--- src/rtl/hazard_scoreboard_ctrl_if.sv ---
// ID-stage hazard control bundle: decoded ID operands and pipeline controls in,
// stall/bubble/flush/issue decisions and statistics out.
interface hazard_scoreboard_ctrl_if #(
    parameter int unsigned CNT_W = 16
);
    logic             id_valid_i;
    logic [4:0]       id_rs1_addr_i;
    logic [4:0]       id_rs2_addr_i;
    logic             id_rs1_used_i;
    logic             id_rs2_used_i;
    logic [4:0]       id_rd_addr_i;
    logic             id_rd_wren_i;
    logic             hold_i;
    logic             flush_i;
    logic             stall_o;
    logic             bubble_o;
    logic             flush_o;
    logic             issue_o;
    logic [1:0]       state_o;
    logic [CNT_W-1:0] stall_cnt_o;

    modport master (
        output id_valid_i, id_rs1_addr_i, id_rs2_addr_i, id_rs1_used_i, id_rs2_used_i,
        output id_rd_addr_i, id_rd_wren_i, hold_i, flush_i,
        input  stall_o, bubble_o, flush_o, issue_o, state_o, stall_cnt_o
    );

    modport slave (
        input  id_valid_i, id_rs1_addr_i, id_rs2_addr_i, id_rs1_used_i, id_rs2_used_i,
        input  id_rd_addr_i, id_rd_wren_i, hold_i, flush_i,
        output stall_o, bubble_o, flush_o, issue_o, state_o, stall_cnt_o
    );
endinterface

--- src/rtl/hazard_scoreboard_ctrl.sv ---
// In-order pipeline hazard scoreboard: tracks EX/MEM/WB destinations and decides
// whether the ID instruction issues, stalls behind a RAW dependence, or is flushed.
module hazard_scoreboard_ctrl #(
    parameter bit          REGFILE_BYPASS = 1'b0,
    parameter int unsigned CNT_W          = 16
) (
    input logic                     clk_i,
    input logic                     rst_i,
    hazard_scoreboard_ctrl_if.slave bus
);

    typedef enum logic [1:0] {
        StRun   = 2'b00,
        StStall = 2'b01,
        StFlush = 2'b10
    } state_e;

    state_e           state_q, state_d;
    logic             ex_vld_q, ex_vld_d;
    logic             mem_vld_q, mem_vld_d;
    logic             wb_vld_q, wb_vld_d;
    logic [4:0]       ex_rd_q, ex_rd_d;
    logic [4:0]       mem_rd_q, mem_rd_d;
    logic [4:0]       wb_rd_q, wb_rd_d;
    logic [CNT_W-1:0] cnt_q, cnt_d;

    logic rs1_hit, rs2_hit, hazard;
    logic stall, bubble, flush, issue;

    // WB is ignored when the register file forwards its own write data.
    assign rs1_hit = bus.id_rs1_used_i && (bus.id_rs1_addr_i != 5'd0) &&
                     ((ex_vld_q && (ex_rd_q == bus.id_rs1_addr_i)) ||
                      (mem_vld_q && (mem_rd_q == bus.id_rs1_addr_i)) ||
                      (!REGFILE_BYPASS && wb_vld_q && (wb_rd_q == bus.id_rs1_addr_i)));
    assign rs2_hit = bus.id_rs2_used_i && (bus.id_rs2_addr_i != 5'd0) &&
                     ((ex_vld_q && (ex_rd_q == bus.id_rs2_addr_i)) ||
                      (mem_vld_q && (mem_rd_q == bus.id_rs2_addr_i)) ||
                      (!REGFILE_BYPASS && wb_vld_q && (wb_rd_q == bus.id_rs2_addr_i)));
    assign hazard  = rs1_hit || rs2_hit;

    always_comb begin
        stall   = 1'b0;
        bubble  = 1'b0;
        flush   = 1'b0;
        issue   = 1'b0;
        state_d = state_q;
        cnt_d   = cnt_q;
        if (bus.hold_i) begin
            stall = 1'b1;
        end else if (bus.flush_i) begin
            flush   = 1'b1;
            bubble  = 1'b1;
            state_d = StFlush;
        end else if (state_q == StFlush) begin
            // The instruction sitting in IF/ID was fetched down the wrong path.
            bubble  = 1'b1;
            state_d = StRun;
        end else if (!bus.id_valid_i) begin
            bubble  = 1'b1;
            state_d = StRun;
        end else if (hazard) begin
            stall   = 1'b1;
            bubble  = 1'b1;
            state_d = StStall;
            if (cnt_q != {CNT_W{1'b1}}) begin
                cnt_d = cnt_q + {{(CNT_W-1){1'b0}}, 1'b1};
            end
        end else begin
            issue   = 1'b1;
            state_d = StRun;
        end
    end

    always_comb begin
        ex_vld_d  = ex_vld_q;
        ex_rd_d   = ex_rd_q;
        mem_vld_d = mem_vld_q;
        mem_rd_d  = mem_rd_q;
        wb_vld_d  = wb_vld_q;
        wb_rd_d   = wb_rd_q;
        if (!bus.hold_i) begin
            wb_vld_d  = mem_vld_q;
            wb_rd_d   = mem_rd_q;
            mem_vld_d = ex_vld_q;
            mem_rd_d  = ex_rd_q;
            ex_vld_d  = issue && bus.id_rd_wren_i && (bus.id_rd_addr_i != 5'd0);
            ex_rd_d   = bus.id_rd_addr_i;
        end
    end

    always_ff @(posedge clk_i or posedge rst_i) begin
        if (rst_i) begin
            state_q   <= StRun;
            ex_vld_q  <= 1'b0;
            ex_rd_q   <= 5'd0;
            mem_vld_q <= 1'b0;
            mem_rd_q  <= 5'd0;
            wb_vld_q  <= 1'b0;
            wb_rd_q   <= 5'd0;
            cnt_q     <= {CNT_W{1'b0}};
        end else begin
            state_q   <= state_d;
            ex_vld_q  <= ex_vld_d;
            ex_rd_q   <= ex_rd_d;
            mem_vld_q <= mem_vld_d;
            mem_rd_q  <= mem_rd_d;
            wb_vld_q  <= wb_vld_d;
            wb_rd_q   <= wb_rd_d;
            cnt_q     <= cnt_d;
        end
    end

    assign bus.stall_o     = stall;
    assign bus.bubble_o    = bubble;
    assign bus.flush_o     = flush;
    assign bus.issue_o     = issue;
    assign bus.state_o     = state_q;
    assign bus.stall_cnt_o = cnt_q;

endmodule
--- src/flat_wrapper.sv ---
// flat-port wrapper written by rule: the top's interface ports become plain ports
module hazard_scoreboard_ctrl_flat 
#(
    parameter bit          REGFILE_BYPASS = 1'b0,
    parameter int unsigned CNT_W          = 16
)
  (clk_i, rst_i, bus_id_valid_i, bus_id_rs1_addr_i, bus_id_rs2_addr_i, bus_id_rs1_used_i, bus_id_rs2_used_i, bus_id_rd_addr_i, bus_id_rd_wren_i, bus_hold_i, bus_flush_i, bus_stall_o, bus_bubble_o, bus_flush_o, bus_issue_o, bus_state_o, bus_stall_cnt_o);
  hazard_scoreboard_ctrl_if #(.CNT_W(CNT_W)) bus_i ();
  input logic clk_i;
  input logic rst_i;
  input wire logic [$bits(bus_i.id_valid_i)-1:0] bus_id_valid_i;
  input wire logic [$bits(bus_i.id_rs1_addr_i)-1:0] bus_id_rs1_addr_i;
  input wire logic [$bits(bus_i.id_rs2_addr_i)-1:0] bus_id_rs2_addr_i;
  input wire logic [$bits(bus_i.id_rs1_used_i)-1:0] bus_id_rs1_used_i;
  input wire logic [$bits(bus_i.id_rs2_used_i)-1:0] bus_id_rs2_used_i;
  input wire logic [$bits(bus_i.id_rd_addr_i)-1:0] bus_id_rd_addr_i;
  input wire logic [$bits(bus_i.id_rd_wren_i)-1:0] bus_id_rd_wren_i;
  input wire logic [$bits(bus_i.hold_i)-1:0] bus_hold_i;
  input wire logic [$bits(bus_i.flush_i)-1:0] bus_flush_i;
  output wire logic [$bits(bus_i.stall_o)-1:0] bus_stall_o;
  output wire logic [$bits(bus_i.bubble_o)-1:0] bus_bubble_o;
  output wire logic [$bits(bus_i.flush_o)-1:0] bus_flush_o;
  output wire logic [$bits(bus_i.issue_o)-1:0] bus_issue_o;
  output wire logic [$bits(bus_i.state_o)-1:0] bus_state_o;
  output wire logic [$bits(bus_i.stall_cnt_o)-1:0] bus_stall_cnt_o;
  assign bus_i.id_valid_i = bus_id_valid_i;
  assign bus_i.id_rs1_addr_i = bus_id_rs1_addr_i;
  assign bus_i.id_rs2_addr_i = bus_id_rs2_addr_i;
  assign bus_i.id_rs1_used_i = bus_id_rs1_used_i;
  assign bus_i.id_rs2_used_i = bus_id_rs2_used_i;
  assign bus_i.id_rd_addr_i = bus_id_rd_addr_i;
  assign bus_i.id_rd_wren_i = bus_id_rd_wren_i;
  assign bus_i.hold_i = bus_hold_i;
  assign bus_i.flush_i = bus_flush_i;
  assign bus_stall_o = bus_i.stall_o;
  assign bus_bubble_o = bus_i.bubble_o;
  assign bus_flush_o = bus_i.flush_o;
  assign bus_issue_o = bus_i.issue_o;
  assign bus_state_o = bus_i.state_o;
  assign bus_stall_cnt_o = bus_i.stall_cnt_o;
  hazard_scoreboard_ctrl #(.REGFILE_BYPASS(REGFILE_BYPASS), .CNT_W(CNT_W)) u_core (.clk_i(clk_i), .rst_i(rst_i), .bus(bus_i));
endmodule
--- config.mk ---
export PLATFORM = sky130hd
export DESIGN_NAME = hazard_scoreboard_ctrl_flat
export DESIGN_NICKNAME = d
export VERILOG_FILES = /design/src/rtl/hazard_scoreboard_ctrl_if.sv /design/src/rtl/hazard_scoreboard_ctrl.sv /design/src/flat_wrapper.sv
export SDC_FILE = /design/constraint.sdc
export NUM_CORES = 1
export LEC_CHECK = 0
export ABC_AREA = 1
export CAP_MARGIN = 20
export CELL_PAD_IN_SITES_DETAIL_PLACEMENT = 1
export CELL_PAD_IN_SITES_GLOBAL_PLACEMENT = 1
export CORE_MARGIN = 2
export CORE_UTILIZATION = 39
export CTS_CLUSTER_SIZE = 16
export DETAILED_ROUTE_END_ITERATION = 10
export PLACE_DENSITY = 0.82
export SYNTH_ARGS = -nofsm -noshare
export SYNTH_HDL_FRONTEND = slang
export SYNTH_SLANG_ARGS = --single-unit
--- constraint.sdc ---
create_clock -name clk_i -period 2.5 [get_ports clk_i]
set_input_delay 0.5 -clock clk_i [delete_from_list [all_inputs] [get_ports clk_i]]
set_output_delay 0.5 -clock clk_i [all_outputs]
set_load 0.01 [all_outputs]
== Word level (Yosys, flattened, before mapping) ==
Index checks and enable logic that the tools add are counted.
Storage, ports and cells
  bits in registers: 36
  input port bits: 23
  output and inout port bits: 22
  word-level logic and storage cells: 61
Operators by class
  add/sub/neg operators: 1
  eq/ne operators: 8
  mux-type cells: 20
  bitwise gates (word level): 3
  reductions and logical operators: 21
Operators with widths (count)
  5-bit == test: 6
  1-bit two-way mux: 17
  16-bit by 1-bit adder with 16-bit output (second input constant): 1
  16-bit != test (second input constant): 1
  5-bit nonzero test: 3
  1-bit logical AND: 12
  2-bit two-way mux: 3
  6-bit AND reduction: 1
  1-bit logical OR: 5
  1-bit NOT: 3
  2-bit == test (second input constant): 1

== Longest topological paths before layout ==
Gate-level depths: netlist (run 1).
  depth in word-level cells: 13
  mapped depth: 12

== Worst setup path before layout (run 1) ==
No wires, ideal clock.
  kind: input-to-output
  start: in bus_id_rs2_addr_i[2]
  end: out bus_issue_o
  data arrival time: 1.391 ns
  path slack: 0.609 ns
  stages: 9
  path buffers: 0
  cells stage by stage: inv_1 -> nand3_1 -> o31ai_1 -> inv_1 -> nand2_2 -> nand2_4 -> nor2_1 -> inv_1 -> nor2_1
Between the ends
  word-level cells in the longest chain between the ends: 11
RTL lines
  start, declared: RTL line flat_wrapper.sv:13  | input wire logic [$bits(bus_i.id_rs2_addr_i)-1:0] bus_id_rs2_addr_i;
  5-bit == test, on equally long branches: RTL line hazard_scoreboard_ctrl.sv:36, hazard_scoreboard_ctrl.sv:37
  1-bit logical AND, on equally long branches: RTL line hazard_scoreboard_ctrl.sv:36, hazard_scoreboard_ctrl.sv:37
  1-bit logical OR: RTL line hazard_scoreboard_ctrl.sv:36  | ((ex_vld_q && (ex_rd_q == bus.id_rs2_addr_i)) ||
  1-bit logical OR: RTL line hazard_scoreboard_ctrl.sv:37  | (mem_vld_q && (mem_rd_q == bus.id_rs2_addr_i)) ||
  1-bit logical AND (*): RTL line hazard_scoreboard_ctrl.sv:35  | assign rs2_hit = bus.id_rs2_used_i && (bus.id_rs2_addr_i != 5'd0) &&
  1-bit logical OR (*): RTL line hazard_scoreboard_ctrl.sv:39  | assign hazard = rs1_hit || rs2_hit;
  1-bit two-way mux (*): RTL line hazard_scoreboard_ctrl.sv:61  | end else if (hazard) begin
  1-bit two-way mux (*): RTL line hazard_scoreboard_ctrl.sv:58  | end else if (!bus.id_valid_i) begin
  1-bit two-way mux (*): RTL line hazard_scoreboard_ctrl.sv:54  | end else if (state_q == StFlush) begin
  1-bit two-way mux (*): RTL line hazard_scoreboard_ctrl.sv:50  | end else if (bus.flush_i) begin
  1-bit two-way mux (*): RTL line hazard_scoreboard_ctrl.sv:48  | if (bus.hold_i) begin
  end, declared: RTL line flat_wrapper.sv:23  | output wire logic [$bits(bus_i.issue_o)-1:0] bus_issue_o;
Every way passes the cells marked *; elsewhere a longest branch is shown, timed or not.

== Worst setup path after layout (run 1) ==
  start: in bus_id_rs1_addr_i[2]
  end: out bus_bubble_o
Between the ends
  word-level cells in the longest chain between the ends: 11
RTL lines
  start, declared: RTL line flat_wrapper.sv:12  | input wire logic [$bits(bus_i.id_rs1_addr_i)-1:0] bus_id_rs1_addr_i;
  5-bit == test, on equally long branches: RTL line hazard_scoreboard_ctrl.sv:32, hazard_scoreboard_ctrl.sv:33
  1-bit logical AND, on equally long branches: RTL line hazard_scoreboard_ctrl.sv:32, hazard_scoreboard_ctrl.sv:33
  1-bit logical OR: RTL line hazard_scoreboard_ctrl.sv:32  | ((ex_vld_q && (ex_rd_q == bus.id_rs1_addr_i)) ||
  1-bit logical OR: RTL line hazard_scoreboard_ctrl.sv:33  | (mem_vld_q && (mem_rd_q == bus.id_rs1_addr_i)) ||
  1-bit logical AND (*): RTL line hazard_scoreboard_ctrl.sv:31  | assign rs1_hit = bus.id_rs1_used_i && (bus.id_rs1_addr_i != 5'd0) &&
  1-bit logical OR (*): RTL line hazard_scoreboard_ctrl.sv:39
  1-bit two-way mux (*): RTL line hazard_scoreboard_ctrl.sv:61
  1-bit two-way mux (*): RTL line hazard_scoreboard_ctrl.sv:58
  1-bit two-way mux (*): RTL line hazard_scoreboard_ctrl.sv:54
  1-bit two-way mux (*): RTL line hazard_scoreboard_ctrl.sv:50
  1-bit two-way mux (*): RTL line hazard_scoreboard_ctrl.sv:48
  end, declared: RTL line flat_wrapper.sv:21  | output wire logic [$bits(bus_i.bubble_o)-1:0] bus_bubble_o;
Marked as above.

==> results of run 1 <==
-- path summary, 6_finish.rpt --
kind                                 startpoint                         end  slack [ns]  depth (start not counted)
setup / recovery           bus_id_rs1_addr_i[2]                bus_bubble_o        0.13                         14
hold / removal               u_core.mem_rd_q[1]          u_core.mem_rd_q[1]        0.52                          2
setup reg to reg             u_core.mem_rd_q[2]  u_core.bus.stall_cnt_o[12]        0.69                         12
hold reg to reg              u_core.mem_rd_q[1]          u_core.mem_rd_q[1]        0.52                          2
max in group asynchronous                 rst_i           u_core.ex_rd_q[1]        1.56                          3
min in group asynchronous                 rst_i   u_core.bus.stall_cnt_o[7]        0.62                          3
-- cell usage in the layout, fill, tap and decap left out, drive strengths merged, types with 2 or more instances in the layout --
cell type,n
inv,49
nand4,4
nand3,29
clkinv,2
clkbuf,10
nand2,142
o21ai,28
xnor2,5
buf,10
dfrtp,36
xor2,9
nor2,36
dlygate4sd2,7
clkdlybuf4s50,31
nor3,4
-- timing repair --
| action | 4_1_cts | 5_1_grt |
|---|---|---|
| setup endpoints to repair | 3 | 2 |
| hold buffers | 0 | 0 |
| resized for setup | 26 | 13 |
| pin swaps | 2 | 2 |
| buffers inserted | 0 | 1 |
-- worst max-delay path, cell delays in order --
cell,delay [ns]
dlygate4sd2_1,0.26
inv_2,0.09
nand2_1,0.07
nand2_1,0.09
nor2_2,0.14
nand3_1,0.09
nand3_2,0.09
nand2_2,0.06
nand2_4,0.08
nor2_4,0.03
inv_1,0.06
nand2_1,0.05
inv_1,0.05
clkdlybuf4s15_2,0.21
-- power groups by stage --
| stage | clock network [W] | registers [W] | logic, W |
|---|---|---|---|
| after detailed placement | 0 | 0.000660 | 0.000250 |
| final | 0.000518 | 0.000648 | 0.000251 |
| after CTS | 0.000533 | 0.000649 | 0.000248 |
| after global routing | 0.000561 | 0.000655 | 0.000283 |
| after floorplan | 0 | 0.000651 | 0.000141 |
| after global placement | 0 | 0.000659 | 0.000240 |
-- state kept, by name, summed over array words and instances (netlist names) --
signal / count
u_core.ex_rd_q: 5
u_core.mem_rd_q: 5
u_core.bus.stall_cnt_o: 16
u_core.ex_vld_q: 1
u_core.wb_vld_q: 1
u_core.bus.state_o: 2
u_core.mem_vld_q: 1
u_core.wb_rd_q: 5
-- cell families (layout without fill, tap and decap cells) --
| logic type | after synthesis | after routing | synth area share, % |
|---|---|---|---|
| AO/OA/AOI/OAI | 31 | 31 | 7.72 |
| buffers and inverters | 58 | 111 | 10.1 |
| flip-flops | 36 | 36 | 38.1 |
| XOR/XNOR | 14 | 14 | 5.18 |
| adder cells (fa/ha/maj) | 1 | 1 | 0.528 |
| AND/OR/NAND/NOR | 217 | 217 | 38.4 |
-- area by class of cell --
class	instances	share of cell area, %
Sequential cell	36	29.8
Tap cell	75	3.10
Multi-Input combinational cell	263	41.5
Timing Repair Buffer	53	15.7
Clock inverter	2	1.16
Clock buffer	6	2.40
Inverter	50	6.29
-- routing by layer --
metal  vias up  share of wire [%]  routed length (µm)
li1       1200                  -                   -
met1      1149                 43                3010
met2        36                 53                3700
met3        11                2.5                 175
met4         0                1.9                 130
met5         -                  0                   0
-- metrics by stage --
| step | cells | hold slack (ns) | utilization, % | power, W |
|---|---|---|---|---|
| 4_1_cts | 484 | 0.521 | 51.1 | 0.00143 |
| 3_3_place_gp | 476 | 0.493 | 49.4 | 0.000898 |
| 6_report | 485 | 0.519 | 51.4 | 0.00142 |
| 2_1_floorplan | 357 | 0.468 | - | 0.000792 |
| 3_5_place_dp | 476 | 0.503 | 49.4 | 0.000910 |
| 5_1_grt | 485 | 0.549 | 51.4 | 0.00150 |
==> impl_results.rst, run 1 <==
.. list-table::
   :header-rows: 1

   * - Metric
     - Value
   * - Status
     - complete, no violations
   * - Horiz. Die Dim
     - 81.9 µm
   * - Total iterations of the first detailed-routing run
     - 4
   * - Internal cell power
     - ~0.0010 W
   * - Grt ovf
     - 0
   * - Type of the worst setup path
     - in2out
   * - Number of global-route vias before repair
     - 2523
   * - Largest fanout on the critical path
     - 5
   * - Switching component of the power
     - between 0.0004 and 0.0005 W
   * - Reg clk slew, reported paths
     - about 0.070 ns
   * - GR met2 Demand/Resource
     - roughly two fifths
   * - WP data arrival
     - between 1.5 and 2 ns
   * - Share of power burned in combinational logic
     - between 10% and 20%
   * - Number of distinct library cells after synthesis
     - 28
   * - I/O pin total
     - 45
   * - Hold Crit Class
     - reg2reg
   * - Measured slew at the worst slew-check pin
     - between 0.4 and 0.5 ns
   * - Post-detailed-placement half-perimeter wirelength
     - 5310 µm
   * - Final-layout fill cell count
     - roughly 790
   * - Worst vdd rail ir drop
     - approximately 0.23 mV
   * - CTS buffer count
     - 5
   * - LEAKAGE
     - roughly 1.5 nW
   * - Final setup violation count
     - 0
   * - Post-synthesis async set-or-reset flop share
     - between 90% and 100%
   * - Relative contribution of the clock network to total power
     - a little over a third
   * - Top cells by instance count after synthesis
     - nand2_1 (138), inv_1 (42), dfrtp_1 (36), nor2_1 (35), nand3_1 (26)
   * - Gate count of the mapped netlist
     - between 300 and 400
   * - Hold Violations, Final
     - 0
   * - Fraction of post-synthesis cell area in the top cell type by area
     - 38.1%
   * - Shortest period the worst path allows
     - about 2.4 ns
   * - Number of nets in the finished design
     - about 430
   * - Top cell type by total area after synthesis
     - dfrtp_1
   * - Worst slack, placed
     - -0.604 ns
   * - Met3 capacity usage during global routing
     - under 10%
   * - Setup TNS
     - 0 ns
   * - Share of the clock period used by the worst path after layout
     - between 90% and 100%
   * - Residual antenna-violating net count after detailed routing
     - 0
   * - First-iteration detailed-routing DRC count
     - 66
   * - Placeable core region
     - slightly below 6000 µm²
   * - # diodes
     - 0
   * - Power Density
     - 469 nW/µm²
   * - Max Root-Sink Buffers
     - 2
   * - Global-route usage over all layers
     - between 20 and 25%
   * - Sinks on the clock net
     - 36
   * - Synthesis-to-layout area growth
     - 27.7%
   * - Vias after detailed routing
     - 2396
   * - Library cell with the highest instance count after synthesis
     - nand2_1
   * - Count of final max-slew check failures
     - 0
   * - Sw Share
     - between 20 and 30%
   * - Routability cong.
     - about 0.88
   * - Netlist area before placement
     - 2370 µm²
   * - Aggregate routed wire length
     - between 7000 and 8000 µm
   * - Maximum frequency from static timing analysis
     - ~420 MHz
   * - Fraction of layout instances using a drive strength above 1
     - around an eighth
   * - Average wire per cell in the routed design
     - roughly 14 µm
   * - Count of flip-flops with a built-in enable after synthesis
     - 0
   * - TritonCTS clock tree
     - yes
   * - Die extent in y
     - 81.9 µm
   * - Area taken by flip-flops and latches
     - between 900 and 1000 µm²
   * - Per-cell via count in the routed design
     - 4.94
   * - Syn Nets
     - 381
   * - Clock root buffer
     - clkbuf_8
   * - Cell area after layout
     - about 3000 µm²
   * - Die Area
     - approximately 6700 µm²
   * - First-pass GRT wire length
     - between 10000 and 15000 µm
   * - Number of register bits inferred by synthesis
     - 36
   * - Critical path launch point type
     - input port
   * - H-tree depth
     - 2
   * - Number of warnings reported in the yosys synthesis log
     - 0
   * - Initial cell density of the core
     - ~40%
   * - Area after detailed placement
     - about 2900 µm²
   * - Area of the multi-input gates
     - roughly 1300 µm²
   * - Worst-Skew Late Latency
     - a little under 0.3 ns
   * - Detailed-route DRC error count
     - 0
   * - Largest net degree at the start of global routing
     - 37
   * - Number of buffers added on ports
     - 44
   * - Post-layout worst setup margin
     - approximately 0.13 ns
   * - Busiest grt layer
     - met2
   * - Post-synthesis sequential area ratio
     - between 30% and 40%
   * - Sequential cell fraction of total power
     - around 46%
   * - Row count
     - 28
   * - Sort of element at the end of the critical path
     - output pin
   * - Final Skew
     - just over 0.007 ns
   * - Worst endpoint required time
     - approximately 2.0 ns
   * - Synthesized area divided by synthesized cell count
     - approximately 6.6 µm²
   * - Max_slew headroom
     - a little under 70%
   * - Most used flip-flop cell after synthesis
     - dfrtp_1
   * - Met1 global-route usage
     - about 28%
   * - Largest cells by area after synthesis
     - dfrtp_1 (38%), nand2_1 (22%), inv_1 (6.7%)
   * - Initial antenna violation count
     - 0
   * - Number of maximum-capacitance constraint violations
     - 0
No activity file was read; power rests on OpenSTA's default activity.
==> run 2: changes to the inputs <==
--- a/config.mk
+++ b/config.mk
@@ -10,10 +10,11 @@
 export CELL_PAD_IN_SITES_DETAIL_PLACEMENT = 1
 export CELL_PAD_IN_SITES_GLOBAL_PLACEMENT = 1
 export CORE_MARGIN = 2
-export CORE_UTILIZATION = 39
-export CTS_CLUSTER_SIZE = 16
+export CORE_UTILIZATION = 43
+export CTS_CLUSTER_SIZE = 40
 export DETAILED_ROUTE_END_ITERATION = 10
-export PLACE_DENSITY = 0.82
+export DONT_BUFFER_PORTS = 1
+export PLACE_DENSITY = 0.74
 export SYNTH_ARGS = -nofsm -noshare
 export SYNTH_HDL_FRONTEND = slang
 export SYNTH_SLANG_ARGS = --single-unit
==> run 2 against run 1 <==
- count of clock-buffer cells in the layout rose by 2
- final area fell by 17%
- largest power group unchanged
- critical path type is now reg2out
- register-to-register slack got worse by 0.09 ns
- sequential share of layout area rose by 6.1 points
==> impl_results.rst, run 2 (same netlist as run 1, synthesis figures left out) <==
.. list-table::
   :header-rows: 1

   * - Metric
     - Value
   * - # diodes
     - 0 (unchanged)
   * - Area of the multi-input gates
     - 1230 µm² (-1.8%)
   * - Hold Crit Class
     - in2async
   * - Maximum frequency from static timing analysis
     - 437 MHz (+3.7%)
   * - Max_slew headroom
     - 68.6% (about the same)
   * - Residual antenna-violating net count after detailed routing
     - 0 (unchanged)
   * - LEAKAGE
     - 1.27 nW (-15%)
   * - First-pass GRT wire length
     - 10800 µm (-6.2%)
   * - TritonCTS clock tree
     - yes
   * - Number of nets in the finished design
     - 381 (-12%)
   * - Placeable core region
     - 5410 µm² (-8.2%)
   * - Sinks on the clock net
     - 36 (unchanged)
   * - Leading cell types in the layout, fill and taps excluded
     - nand2_1 (138), inv_1 (42), dfrtp_1 (35), nor2_1 (33), nand3_1 (26)
   * - Critical-path cell list
     - inv_1, nand2_1, nand2_1, nor2_1, nand3_1, nand3_1, nand2_2, nand2_4, nor2_2, inv_1, nand2_1, inv_1
   * - Worst-Skew Late Latency
     - 0.29 ns (about the same)
   * - H-tree depth
     - 2 (unchanged)
   * - Unrepaired setup endpoints after global routing
     - no
   * - Final setup violation count
     - 0 (unchanged)
   * - Most common cell after layout, fill and taps aside
     - nand2_1
   * - Slowest library cell on the worst path
     - dfrtp_1
   * - Critical path launch point type
     - register
   * - Die extent in y
     - 78.2 µm (-4.5%)
   * - I/O pin total
     - 45 (unchanged)
   * - Max Root-Sink Buffers
     - 2 (unchanged)
   * - Number of global-route vias before repair
     - 2294 (-9.1%)
   * - Per-cell via count in the routed design
     - 5.10 (+3.1%)
   * - First-iteration detailed-routing DRC count
     - 89 (+35%)
   * - Highest cell delay on the worst timing path
     - 0.42 ns (+0.16 ns)
   * - Post-detailed-placement half-perimeter wirelength
     - 4820 µm (-9.4%)
   * - Synthesis-to-layout area growth
     - 6.03%
   * - Die Area
     - 6110 µm² (-8.9%)
   * - Routability cong.
     - 0.836 (-4.9%)
   * - Area taken by flip-flops and latches
     - 902 µm² (+0.14%)
   * - Status
     - complete, no violations
   * - Reg clk slew, reported paths
     - 0.08 ns (about the same)
   * - Initial antenna violation count
     - 0 (unchanged)
   * - Post-route core utilization
     - 46.4% (-4.9 points)
   * - Global-route usage over all layers
     - 22.4% (-0.33 points)
   * - CTS buffer count
     - 5 (unchanged)
   * - Largest fanout on the critical path
     - 15 (+10)
   * - Horiz. Die Dim
     - 78.2 µm (-4.5%)
   * - Sort of element at the end of the critical path
     - output pin
   * - Final-layout fill cell count
     - 751 (-5.2%)
   * - WP data arrival
     - 1.79 ns (-0.08 ns)
   * - Hold Violations, Final
     - 0 (unchanged)
   * - Detailed-route DRC error count
     - 0 (unchanged)
   * - Shortest period the worst path allows
     - 2.29 ns (-0.0851 ns)
   * - Final Skew
     - 0.00876 ns (+0.00154 ns)
   * - Share of the clock period used by the worst path after layout
     - 91.5% (-3.4 points)
   * - Number of maximum-capacitance constraint violations
     - 0 (unchanged)
   * - Count of final max-slew check failures
     - 0 (unchanged)
   * - Number of buffers added on ports
     - 0 (-100%)
   * - Total iterations of the first detailed-routing run
     - 4 (unchanged)
   * - Grt ovf
     - 0 (unchanged)
   * - Aggregate routed wire length
     - 6360 µm (-9.3%)
   * - Initial cell density of the core
     - 43.8% (+3.6 points)
   * - Setup TNS
     - 0 ns (unchanged)
   * - Average wire per cell in the routed design
     - 14.8 µm (+2.3%)
   * - Buf+Inv Stages, Crit Path
     - 3 (-2)
   * - Delay-heaviest family, CP
     - simple AND/OR/NAND/NOR gates
   * - Max FFs per register
     - 16 (unchanged)
   * - Fraction of layout instances using a drive strength above 1
     - 8.38% (-4.3 points)
   * - Clock root buffer
     - clkbuf_8
   * - Largest net degree at the start of global routing
     - 37 (unchanged)
   * - Power Density
     - 499 nW/µm² (+6.4%)
   * - Measured slew at the worst slew-check pin
     - 0.470 ns (-0.000872 ns)
   * - Worst vdd rail ir drop
     - 0.325 mV (+42%)
   * - Row count
     - 27 (-3.6%)
   * - Worst endpoint required time
     - 2.00 ns (about the same)
   * - Type of the worst setup path
     - reg2out
   * - Vias after detailed routing
     - 2191 (-8.6%)
   * - Worst hold slack
     - 0.208 ns (-0.311 ns)
==> run 2: final cells by class <==
cell class	count	area share, %
Clock buffer	8	3.59
Inverter	50	7.48
Sequential cell	36	35.9
Tap cell	72	3.59
Timing Repair Buffer	1	0.299
Multi-Input combinational cell	263	49.1
==> run 2: final timing paths <==
path | depth (start not counted) | slack, ns | from | end
setup / recovery | 12 | 0.21 | u_core.mem_rd_q[2] | bus_bubble_o
hold / removal | 2 | 0.21 | rst_i | u_core.mem_rd_q[2]
setup reg to reg | 9 | 0.60 | u_core.bus.stall_cnt_o[0] | u_core.bus.stall_cnt_o[15]
hold reg to reg | 2 | 0.52 | u_core.wb_rd_q[0] | u_core.wb_rd_q[0]
max in group asynchronous | 2 | 1.94 | rst_i | u_core.ex_rd_q[2]
min in group clk_i | 1 | 0.32 | bus_hold_i | u_core.wb_vld_q
==> run 2: through the flow <==
step           cell area, µm²  setup WS [ns]  total power [W]  cells
2_1_floorplan            2370          0.609         0.000792    357
3_3_place_gp             2410          0.428         0.000831    422
3_5_place_dp             2410          0.359         0.000837    422
4_1_cts                  2500          0.118          0.00128    430
5_1_grt                  2510        0.00591          0.00133    430
6_report                 2510          0.212          0.00125    430
==> run 2: power breakdown <==
part           internal, W  switching, W  total [W]  leakage, nW
logic            0.0000566      0.000116   0.000172        0.753
clock network     0.000225      0.000203   0.000427       0.0455
registers         0.000615     0.0000381   0.000653        0.476
==> run 2: worst register-to-register path: cells and delay by family, from the launching register on <==
family                     cells  cell delay (ns)
and+or+nand+nor                4             0.58
DFF                            1             0.50
adders and majority gates      1             0.26
buffers and inverters          2             0.25
AOI/OAI and AO/OA              2             0.23
==> run 2: metal layers <==
layer / up-vias / share of wire (%) / global-route usage (%)
met5: - / 0 / 0
met4: 0 / 1.2 / 7.72
met3: 7 / 3.3 / 3.91
met2: 30 / 52 / 40.3
met1: 1060 / 44 / 26.8
li1: 1094 / - / -
==> run 2: what timing repair did <==
action | CTS | global route
endpoints found under the setup margin | 0 | 2
gates resized for setup | 0 | 3
endpoints found under the hold margin | 0 | 0
setup buffers | 0 | 0
hold buffers | 0 | 0
==> run 3: changes to the inputs <==
--- a/config.mk
+++ b/config.mk
@@ -10,11 +10,11 @@
 export CELL_PAD_IN_SITES_DETAIL_PLACEMENT = 1
 export CELL_PAD_IN_SITES_GLOBAL_PLACEMENT = 1
 export CORE_MARGIN = 2
-export CORE_UTILIZATION = 43
+export CORE_UTILIZATION = 33
 export CTS_CLUSTER_SIZE = 40
 export DETAILED_ROUTE_END_ITERATION = 10
-export DONT_BUFFER_PORTS = 1
-export PLACE_DENSITY = 0.74
+export PLACE_DENSITY = 0.73
+export REMOVE_ABC_BUFFERS = 1
 export SYNTH_ARGS = -nofsm -noshare
 export SYNTH_HDL_FRONTEND = slang
 export SYNTH_SLANG_ARGS = --single-unit
==> constraint.sdc (replaced) <==
create_clock -name clk_i -period 1.85 [get_ports clk_i]
set_input_delay 0.37 -clock clk_i [delete_from_list [all_inputs] [get_ports clk_i]]
set_output_delay 0.37 -clock clk_i [all_outputs]
set_load 0.01 [all_outputs]
==> run 3 against run 2 <==
- the run now ends with negative setup slack left
- critical path depth up 1
- total power increased by 51%
- worst hold slack gained 0.31 ns
- clock power grew 40%
- global-route usage is 2.3 points lower
- critical path type unchanged
==> impl_results.rst, run 3 (same netlist as run 1, synthesis figures left out) <==
.. list-table::
   :header-rows: 1

   * - Metric
     - Value
   * - Type of the worst setup path
     - reg2out
   * - LEAKAGE
     - 1.58 nW (+24%)
   * - Measured slew at the worst slew-check pin
     - 0.484 ns (+0.0140 ns)
   * - Final-layout fill cell count
     - 901 (+20%)
   * - Total iterations of the first detailed-routing run
     - 4 (unchanged)
   * - H-tree depth
     - 2 (unchanged)
   * - Cell area after layout
     - 3220 µm² (+28%)
   * - Setup TNS
     - -0.585 ns (-0.585 ns)
   * - First-iteration detailed-routing DRC count
     - 89 (unchanged)
   * - Number of global-route vias before repair
     - 2562 (+12%)
   * - Routability cong.
     - 0.855 (+2.2%)
   * - Count of final max-slew check failures
     - 0 (unchanged)
   * - Most common cell after layout, fill and taps aside
     - nand2_1
   * - Share of the clock period used by the worst path after layout
     - 112%
   * - Horiz. Die Dim
     - 88.7 µm (+13%)
   * - Detailed-route DRC error count
     - 0 (unchanged)
   * - Die extent in y
     - 88.7 µm (+13%)
   * - Largest fanout on the critical path
     - 3 (-12)
   * - Number of hold-repair buffers added at the cts stage
     - 0 (unchanged)
   * - Post-detailed-placement half-perimeter wirelength
     - 5640 µm (+17%)
   * - Post-layout worst setup margin
     - -0.219 ns (-0.431 ns)
   * - WP data arrival
     - 1.70 ns (-0.09 ns)
   * - Total power draw
     - 0.00189 W (+51%)
   * - Per-cell via count in the routed design
     - 4.68 (-8.1%)
   * - Shortest period the worst path allows
     - approximately 2.1 ns
   * - Maximum frequency from static timing analysis
     - 483 MHz
   * - Final setup violation count
     - 3 (+3)
   * - Clock root buffer
     - clkbuf_8
   * - Unrepaired setup endpoints after global routing
     - yes
   * - Status
     - complete, but fails checks
   * - TritonCTS clock tree
     - yes
   * - Final instance count without filler cells
     - 523 (+22%)
   * - Leading cell types in the layout, fill and taps excluded
     - nand2_1 (130), dfrtp_1 (34), inv_1 (30), nor2_1 (29), clkdlybuf4s50_1 (29)
   * - CTS buffer count
     - 5 (unchanged)
   * - Hold Crit Class
     - in2async
   * - Cell total after placement
     - 513 (+22%)
   * - Sort of element at the end of the critical path
     - output pin
   * - Max_slew headroom
     - 67.7% (-0.93 points)
   * - Failing checks
     - negative setup slack
   * - Worst-Skew Late Latency
     - 0.29 ns (about the same)
   * - Area taken by flip-flops and latches
     - 903 µm² (+0.14%)
   * - Aggregate routed wire length
     - 7360 µm (+16%)
   * - Sinks on the clock net
     - 36 (unchanged)
   * - Reg clk slew, reported paths
     - 0.08 ns (about the same)
   * - Max FFs per register
     - 16 (unchanged)
   * - Number of buffers added on ports
     - 44 (+44)
   * - Number of maximum-capacitance constraint violations
     - 0 (unchanged)
   * - Grt ovf
     - 0 (unchanged)
   * - Hold Violations, Final
     - 0 (unchanged)
   * - Vias after detailed routing
     - 2450 (+12%)
   * - Placeable core region
     - 6870 µm² (+27%)
   * - First-pass GRT wire length
     - 12200 µm (+13%)
   * - Area of the multi-input gates
     - 1290 µm² (+4.8%)
   * - Synthesis-to-layout area growth
     - 36.0%
   * - Worst endpoint required time
     - 1.48 ns (-0.52 ns)
   * - Max Root-Sink Buffers
     - 2 (unchanged)
   * - Average wire per cell in the routed design
     - 14.1 µm (-4.8%)
   * - Power Density
     - 587 nW/µm² (+18%)
   * - Global-route usage over all layers
     - 20.0% (-2.3 points)
   * - Critical path launch point type
     - register
   * - Number of nets in the finished design
     - 450 (+18%)
   * - Residual antenna-violating net count after detailed routing
     - 0 (unchanged)
   * - Fraction of layout instances using a drive strength above 1
     - 20.4% (+12 points)
   * - Largest net degree at the start of global routing
     - 37 (unchanged)
   * - # diodes
     - 0 (unchanged)
   * - Worst vdd rail ir drop
     - 0.283 mV (-13%)
   * - Area after detailed placement
     - 3060 µm² (+27%)
   * - Initial cell density of the core
     - 34.5% (-9.3 points)
   * - Final Skew
     - 0.0114 ns (+0.00266 ns)
   * - Initial antenna violation count
     - 0 (unchanged)
   * - Row count
     - 30 (+11%)
   * - I/O pin total
     - 45 (unchanged)
   * - Die Area
     - 7870 µm² (+29%)
==> run 3: layout make-up <==
class | instances | share of cell area (%)
sequential | 36 | 28.1
multi-input combinational | 263 | 40.1
timing repair buffer | 70 | 19.4
clock buffer | 6 | 2.57
clock inverter | 2 | 0.311
inverter | 50 | 5.83
tap | 96 | 3.73
==> run 3: worst paths after layout <==
kind,start,end,slack [ns],depth (start not counted)
worst max-delay path,u_core.mem_rd_q[4],bus_bubble_o,-0.22,13
worst min-delay path,rst_i,u_core.ex_rd_q[0],0.51,3
worst max register to register,u_core.mem_rd_q[4],u_core.bus.stall_cnt_o[2],0.05,12
worst min register to register,u_core.wb_rd_q[0],u_core.wb_rd_q[0],0.54,2
max in group asynchronous,rst_i,u_core.mem_rd_q[4],0.98,3
min in group clk_i,u_core.wb_rd_q[0],u_core.wb_rd_q[0],0.54,2
==> run 3: power breakdown <==
group / leakage, nW / internal (W) / switching [W] / total, W
clock network: 0.0510 / 0.000298 / 0.000300 / 0.000598
logic: 1.06 / 0.000181 / 0.000235 / 0.000417
registers: 0.475 / 0.000831 / 0.0000454 / 0.000876
==> run 3: worst max-delay path, cell delays in order, from the launching register on <==
cell and delay [ns]:
dfrtp_2 0.44, buf_6 0.13, nand2_2 0.06, nand2_1 0.04, nor2_1 0.11, nand3_1 0.10, nand3_2 0.08, nand2_2 0.07
nand2_4 0.09, nor2_4 0.04, inv_2 0.05, nand2_1 0.04, inv_1 0.05, buf_2 0.12
==> run 3: metrics by stage <==
step	utilization [%]	setup WS, ns	hold slack (ns)
after floorplan	-	0.172	0.466
after CTS	46.1	-0.226	0.529
after detailed placement	44.5	-0.917	0.515
after global placement	44.5	-0.905	0.497
final	46.9	-0.219	0.514
after global routing	46.9	-0.349	0.565
==> run 3: what timing repair did <==
action / in CTS / in global routing
setup buffers: 3 / 0
endpoints found under the hold margin: 0 / 0
pin swaps: 6 / 18
endpoints found under the setup margin: 20 / 19
resized for setup: 39 / 26
==> run 3: per-layer routing <==
metal,global-route usage [%],wire [µm],vias up
met5,0,0,-
met4,6.34,100,0
met3,2.99,181,8
met2,35.2,3690,37
met1,25.2,3390,1168
li1,-,-,1237
